**src/rtl/arbitro_rr4_if.sv**
```systemverilog
// Request/grant bundle between four requesters and the round-robin arbiter.
// With ARB_LOCK_EN defined the bundle also carries the lock line.
interface arbitro_rr4_if;
  logic [3:0] req;
  logic [3:0] gnt;
  logic [1:0] gnt_id;
  logic       valid;
`ifdef ARB_LOCK_EN
  logic       lock;

  modport master (output req, output lock, input gnt, input gnt_id, input valid);
  modport slave  (input req, input lock, output gnt, output gnt_id, output valid);
`else
  modport master (output req, input gnt, input gnt_id, input valid);
  modport slave  (input req, output gnt, output gnt_id, output valid);
`endif
endinterface

```
**src/rtl/arbitro_rr4.sv**
```systemverilog
// Four-way round-robin arbiter with a bounded hold time.
// The grant is registered and one-hot. Every change of owner goes through one
// idle cycle in which the grant is zero. An owner loses the grant when it
// drops its request, or after MAX_HOLD cycles if another requester is waiting.
// Optional macro ARB_LOCK_EN: adds bus.lock, which suppresses preemption
// while it is high.
module arbitro_rr4 #(
  parameter int unsigned MAX_HOLD = 8,
  parameter int unsigned CNT_W    = 4
) (
  input logic          clk,
  input logic          rst_n,
  arbitro_rr4_if.slave bus
);

  typedef enum logic [0:0] {StIdle, StBusy} state_e;

  state_e           state_q, state_d;
  logic [1:0]       ptr_q, ptr_d;
  logic [1:0]       gnt_id_q, gnt_id_d;
  logic [3:0]       gnt_q, gnt_d;
  logic             valid_q, valid_d;
  logic [CNT_W-1:0] cnt_q, cnt_d;

  logic [1:0]       winner;
  logic             found;
  logic [1:0]       idx;
  logic             lock;
  logic             competing;
  logic             own_drop;
  logic             preempt;

`ifdef ARB_LOCK_EN
  assign lock = bus.lock;
`else
  assign lock = 1'b0;
`endif

  // Search for the first requester, starting at the priority pointer.
  always_comb begin
    winner = ptr_q;
    found  = 1'b0;
    idx    = '0;
    for (int k = 0; k < 4; k++) begin
      idx = ptr_q + 2'(k);
      if (!found && bus.req[idx]) begin
        winner = idx;
        found  = 1'b1;
      end
    end
  end

  // Next-state logic: grant from idle, or hold/release/preempt while busy.
  always_comb begin
    state_d   = state_q;
    ptr_d     = ptr_q;
    gnt_id_d  = gnt_id_q;
    gnt_d     = gnt_q;
    valid_d   = valid_q;
    cnt_d     = cnt_q;
    competing = |(bus.req & ~gnt_q);
    own_drop  = !bus.req[gnt_id_q];
    // A saturated counter still counts as expired, so a requester that shows
    // up after a long uncontested hold is not starved.
    preempt   = !lock && competing && (cnt_q >= CNT_W'(MAX_HOLD - 1));
    case (state_q)
      StIdle: begin
        if (found) begin
          state_d  = StBusy;
          gnt_d    = 4'b0001 << winner;
          gnt_id_d = winner;
          valid_d  = 1'b1;
          cnt_d    = '0;
        end
      end
      StBusy: begin
        if (cnt_q < CNT_W'(MAX_HOLD)) begin
          cnt_d = cnt_q + CNT_W'(1);
        end
        if (own_drop || preempt) begin
          state_d = StIdle;
          gnt_d   = '0;
          valid_d = 1'b0;
          ptr_d   = gnt_id_q + 2'd1;
        end
      end
      default: begin
        state_d = StIdle;
        gnt_d   = '0;
        valid_d = 1'b0;
      end
    endcase
  end

  // State and output registers; reset clears the grant immediately.
  always_ff @(posedge clk or negedge rst_n) begin
    if (!rst_n) begin
      state_q  <= StIdle;
      ptr_q    <= '0;
      gnt_id_q <= '0;
      gnt_q    <= '0;
      valid_q  <= 1'b0;
      cnt_q    <= '0;
    end else begin
      state_q  <= state_d;
      ptr_q    <= ptr_d;
      gnt_id_q <= gnt_id_d;
      gnt_q    <= gnt_d;
      valid_q  <= valid_d;
      cnt_q    <= cnt_d;
    end
  end

  assign bus.gnt    = gnt_q;
  assign bus.gnt_id = gnt_id_q;
  assign bus.valid  = valid_q;

endmodule

```
**src/flat_wrapper.sv**
```systemverilog
// flat-port wrapper written by rule: the top's interface ports become plain ports
module arbitro_rr4_flat 
#(
  parameter int unsigned MAX_HOLD = 8,
  parameter int unsigned CNT_W    = 4
)
  (clk, rst_n, bus_req, bus_gnt, bus_gnt_id, bus_valid);
  arbitro_rr4_if bus_i ();
  input logic clk;
  input logic rst_n;
  input wire logic [$bits(bus_i.req)-1:0] bus_req;
  output wire logic [$bits(bus_i.gnt)-1:0] bus_gnt;
  output wire logic [$bits(bus_i.gnt_id)-1:0] bus_gnt_id;
  output wire logic [$bits(bus_i.valid)-1:0] bus_valid;
  assign bus_i.req = bus_req;
  assign bus_gnt = bus_i.gnt;
  assign bus_gnt_id = bus_i.gnt_id;
  assign bus_valid = bus_i.valid;
  arbitro_rr4 #(.MAX_HOLD(MAX_HOLD), .CNT_W(CNT_W)) u_core (.clk(clk), .rst_n(rst_n), .bus(bus_i));
endmodule
```
**config.mk**
```make
export PLATFORM = sky130hd
export DESIGN_NAME = arbitro_rr4_flat
export DESIGN_NICKNAME = d
export VERILOG_FILES = /design/src/rtl/arbitro_rr4_if.sv /design/src/rtl/arbitro_rr4.sv /design/src/flat_wrapper.sv
export SDC_FILE = /design/constraint.sdc
export NUM_CORES = 1
export LEC_CHECK = 0
export ABC_AREA = 0
export ABC_CLOCK_PERIOD_IN_PS = 4300
export CAP_MARGIN = 0
export CORE_MARGIN = 1.5
export CORE_UTILIZATION = 54
export DETAILED_ROUTE_END_ITERATION = 16
export GPL_TIMING_DRIVEN = 0
export PLACE_DENSITY_LB_ADDON = 0.12
export SYNTH_ARGS = -nofsm -noshare
export SYNTH_HDL_FRONTEND = slang
export SYNTH_SLANG_ARGS = --single-unit
```
**constraint.sdc**
```tcl
create_clock -name clk -period 4.3 [get_ports clk]
set_clock_uncertainty 0.1 [all_clocks]
set_input_delay 0.43 -clock clk [delete_from_list [all_inputs] [get_ports clk]]
set_output_delay 0.43 -clock clk [all_outputs]
set_load 0.1 [all_outputs]
```
Yosys cells after proc, flatten, opt, wreduce, memory -nomap -nowiden

Index checks and enable logic that the tools add are counted.

Flip-flop bits (word level): 14
Input port bits: 6
Output and inout bits: 7
Word-level logic and storage cells: 68

$add $sub $neg: 5
Magnitude comparators: 7
Eq/ne operators: 3
Shift-type cells: 1
Mux-type cells: 29
Bitwise operators: 3
Reductions and logical operators: 14

Operator list:

| operator            | number |
|---|---|
| $mux 4              | 4 |
| $pmux 4 s2          | 2 |
| $lt 2x3->1 const B  | 5 |
| $mux 1              | 13 |
| $bmux 1 s2          | 5 |
| $reduce_and 2->1    | 4 |
| $mux 2              | 3 |
| $add 2x1->2 const B | 2 |
| $add 2x2->2 const B | 2 |
| $add 4x1->4 const B | 1 |
| $and 4x4->4         | 1 |
| $ge 4x3->1 const B  | 1 |
| $logic_and 1x1->1   | 4 |
| $logic_not 1->1     | 4 |
| $lt 4x4->1 const B  | 1 |
| $ne 2x2->1 const B  | 2 |
| $not 4->4           | 1 |
| $pmux 1 s2          | 2 |
| $reduce_or 4->1     | 1 |
| $shl 1x2->4 const A | 1 |
| $ne 2x1->1 const B  | 1 |
| $logic_or 1x1->1    | 1 |
| $not 1->1           | 1 |

Depth between registers and ports, before layout

Depth after elaboration: 15
Mapped depth: 5
Gate-level depth less buffers: 5

Worst setup path after synthesis

Ideal clock, no wire load.

Path kind: reg-to-reg
Start point: reg u_core.gnt_id_q[0], in the netlist u_core.bus.gnt_id[0]
End point: reg u_core.ptr_q[1]
Setup time: 125 ps
Arrival time: 2,157 ps
Required time: 4,075 ps
Path slack: 1,918 ps
Cell stages (with the launch flop): 5
Buffers on the path: 0
Period minus slack after synthesis: 2,382 ps
Cell sequence: dfrtp_1 mux2_1 or3_1 o311ai_4 mux2_4

Longest elaborated chain between the ends: 5
Elaborated cells between the ends (all ways): 6
Classes of those cells: add/sub: 1; mux: 2; reduce/logical: 3

RTL lines:

| item                              | line               | RTL |
|---|---|---|
| start, declared                   | arbitro_rr4.sv:20  | `logic [1:0] gnt_id_q, gnt_id_d;` |
| start signal, assigned            | arbitro_rr4.sv:107 | `gnt_id_q <= gnt_id_d;` |
| $bmux 1 s2                        | arbitro_rr4.sv:62  | `own_drop = !bus.req[gnt_id_q];` |
| $mux 1 (implied by the code)      | arbitro_rr4.sv:62  |  |
| $logic_not 1->1                   | arbitro_rr4.sv:62  |  |
| $logic_or 1x1->1                  | arbitro_rr4.sv:80  | `if (own_drop \|\| preempt) begin` |
| $reduce_and 2->1 (no source line) | --                 |  |
| end signal, assigned              | arbitro_rr4.sv:106 | `ptr_q <= ptr_d;` |
| end, declared                     | arbitro_rr4.sv:19  | `logic [1:0] ptr_q, ptr_d;` |

Several ways; a longest one is shown, not always the timed one. The select of a mux whose other input is x is not followed.
A chain may end at the register's enable or synchronous reset.

Worst setup path after layout

Start point: reg u_core.gnt_id_q[0], in the netlist u_core.bus.gnt_id[0]
End point: out bus_gnt_id[0]

RTL lines:

| item          | line               | RTL |
|---|---|---|
| end, declared | flat_wrapper.sv:13 | `output wire logic [$bits(bus_i.gnt_id)-1:0] bus_gnt_id;` |

No word-level cell between the ends.

==> summary.md <==
| Metric | Value |
|---|---|
| Slew Viols, Final | `0` |
| Post-synth top area share | `0.444` |
| RR Startpoint | `u_core.bus.gnt_id[0]` |
| Crit path cell chain | `clkdlybuf4s50_1` |
| Share of the yosys chip area belonging to registers | `0.444` |
| Post-detailed-routing wire length | `1490 um` |
| CP delay by family, top | `buffers and inverters` |
| Starting density of the core | `0.592` |
| I/O pins | `13` |
| RSZ-0062 raised after global routing | `false` |
| # setup viols final | `0` |
| Register clock-pin slew on the reported worst setup and hold paths | `0.09 ns` |
| Place WS | `1.88 ns` |
| Post-synthesis mux area share | `0.0713` |
| CTS tree | `done` |
| Post-route DRC | `0` |
| Remaining antenna violation count after routing | `0` |
| FF-to-FF setup slack | `2.43 ns` |
| Clock Latency Late Sink | `0.28 ns` |
| Avg Inst Size Synth | `9.87 um2` |
| Largest net degree at the start of global routing | `15` |
| Simple-gate share of the synthesized area | `0.176` |
| Synth Area in Compound Gates | `0.238` |
| Total CTS buffers | `3` |
| CP max-delay cell | `clkdlybuf4s50_1` |
| Vias in the first global route | `529` |
| Slew @ Worst Pin | `0.967 ns` |
| Hold violation total from the final report | `0` |
| CP Class | `reg -> out` |
| Postcts setup bufs | `0` |
| # hold bufs at CTS | `0` |
| #FFs+latches synth | `14` |
| Layout area overhead | `22.2%` |
| Post-synth top flop | `dfrtp_1` |
| DP Wirelength | `1160 um` |
| Worst Slack Setup Final | `1.83 ns` |
| Mapped Cells | `80` |
| Crit path launch type | `flop` |
| Fillers | `106` |
| Adder-Cell Fraction of Synth Area | `0.0158` |
| Via-per-instance ratio | `5.78` |
| GP Congestion | `0.806` |
| Crit. path cell count | `1` |
| Drt initial violations | `13` |
| # rows | `13` |
| Final Critical Period | `2.47 ns` |
| GR Util All Layers | `0.207` |
| Post-synthesis async set-or-reset flop share | `1.00` |
| Die Y | `41.2 um` |
| Number of diodes | `0` |
| Mapped cell area | `790 um2` |
| DR vias | `642` |
| Fmax | `405 MHz` |
| Non-filler cells in the finished layout | `111` |
| WP data arrival | `1.94 ns` |
| Hold WC Path Type | `in -> async` |
| Die area | `1700 um2` |
| Post-synth EDFFs | `0` |
| Inst Count DP | `107` |
| Cts repair resizes | `0` |
| Clk sinks | `14` |
| Final TNS setup | `0 ns` |
| YS warnings | `0` |
| Antenna violations before repair | `0` |
| H-tree depth | `1` |
| Outcome | `finished clean` |
| Crit share post-route | `0.574` |
| Critical Path Fanout Max | `6` |
| Post-Synth XOR/XNOR Area | `0.0222` |
| Max-cap viol count | `0` |
| Final core utilization | `0.723` |
| WL per Instance | `13.4 um` |
| Buf/Inv on CP | `1` |
| Critical path origin | `u_core.bus.gnt_id[0]` |
| R2R cell count | `4` |
| Die Wd | `41.2 um` |
| Layout cells sized above 1 | `0.115` |
| Ranking of synthesized cells by area | `dfrtp_1, o21ai_0, nand2b_1, o32ai_1, nand2_1` |
| Synth area leader | `dfrtp_1` |
| Grt total ovfl | `0` |
| Critical Path RT | `3.77 ns` |
| Slew Limit Headroom | `0.353` |
| Crit Reg-Reg Endpoint | `u_core.ptr_q[1]` |
| First-pass DRT Iterations | `4` |
| Setup crit end | `bus_gnt_id[0]` |
| Endpoint class of the critical path | `output pin` |
| I/O Buffers | `12` |
| Final net count | `104` |
| Clock Path Buffers | `2` |
| Max stage delay on crit path | `1.18 ns` |
| Largest family of logic cells by synthesized area | `compound AO/OA/AOI/OAI gates` |
| First-pass GRT wire length | `2300 um` |
| CORE AREA | `1330 um2` |
| Yosys cell types | `31` |
| Syn nets | `87` |
| Clock root buffer | `clkbuf_4` |
placed cells by master (no fill, tap or decap), types with 2 or more instances in the layout:
master / netlist / final
dfrtp_1: 14 / 14
inv_1: 3 / 3
o32ai_1: 4 / 4
nor2_1: 4 / 4
nand3_1: 2 / 2
a211oi_1: 2 / 2
a21oi_1: 3 / 3
nand2_1: 9 / 9
nand2b_1: 6 / 6
mux2i_1: 3 / 3
nor2b_1: 2 / 2
clkbuf_4: 0 / 3
clkdlybuf4s50_1: 0 / 12
o21ai_0: 9 / 9
registers in the layout (all words and copies together) (netlist names):
register and flops:
u_core.state_q 1, u_core.bus.gnt_id 2, u_core.bus.gnt 4, u_core.bus.valid 1, u_core.cnt_q 4, u_core.ptr_q 2
layout make-up:
type / instances / area [um2] / share of cell area
Multi-Input combinational cell: 61 / 413 / 0.428
Sequential cell: 14 / 350 / 0.363
Tap cell: 15 / 18.8 / 0.0195
Timing Repair Buffer: 12 / 120 / 0.125
Inverter: 4 / 15.0 / 0.0156
Buffer: 1 / 11.3 / 0.0117
Clock buffer: 4 / 36.3 / 0.0376
stage by stage:
stage          hold slack (ns)  cell area [um2]
2_1_floorplan           0.0344              790
3_3_place_gp             0.418              928
3_5_place_dp             0.419              928
5_1_grt                  0.477              965
6_report                 0.430              965
4_1_cts                  0.435              965
layer usage:
metal / track usage / wire, um
met4: 0.0726 / 5
met3: 0.0326 / 65
met2: 0.301 / 668
met5: 0 / 0
met1: 0.305 / 748
cells in the mapped netlist, types with 2 or more instances:
cell type / count
nor2_1: 4
o32ai_1: 4
a211oi_1: 2
nor2b_1: 2
nand2_1: 9
nand3_1: 2
inv_1: 3
dfrtp_1: 14
o21ai_0: 9
mux2i_1: 3
nand2b_1: 6
a21oi_1: 3
worst min-delay path by stage:
stage,from,end,slack [ns],depth (start not counted)
5_1_grt,u_core.bus.valid,u_core.bus.valid,0.48,2
3_5_place_dp,u_core.cnt_q[2],u_core.cnt_q[2],0.42,1
6_report,rst_n,u_core.cnt_q[3],0.43,1
2_1_floorplan,rst_n,u_core.bus.gnt[0],0.03,0
3_3_place_gp,u_core.cnt_q[2],u_core.cnt_q[2],0.42,1
4_1_cts,u_core.cnt_q[2],u_core.cnt_q[2],0.43,1
kinds of logic after synthesis:
family	count (synthesis)
muxes	5
xor gates and xnor gates	2
and+or+nand+nor	28
buffers and inverters	5
AOI/OAI and AO/OA	25
adders and majority gates	1
DFF	14
Power is left out: the tool's default activity adds up to more than one toggle a clock period on the data nets, which glitch-free logic cannot reach.
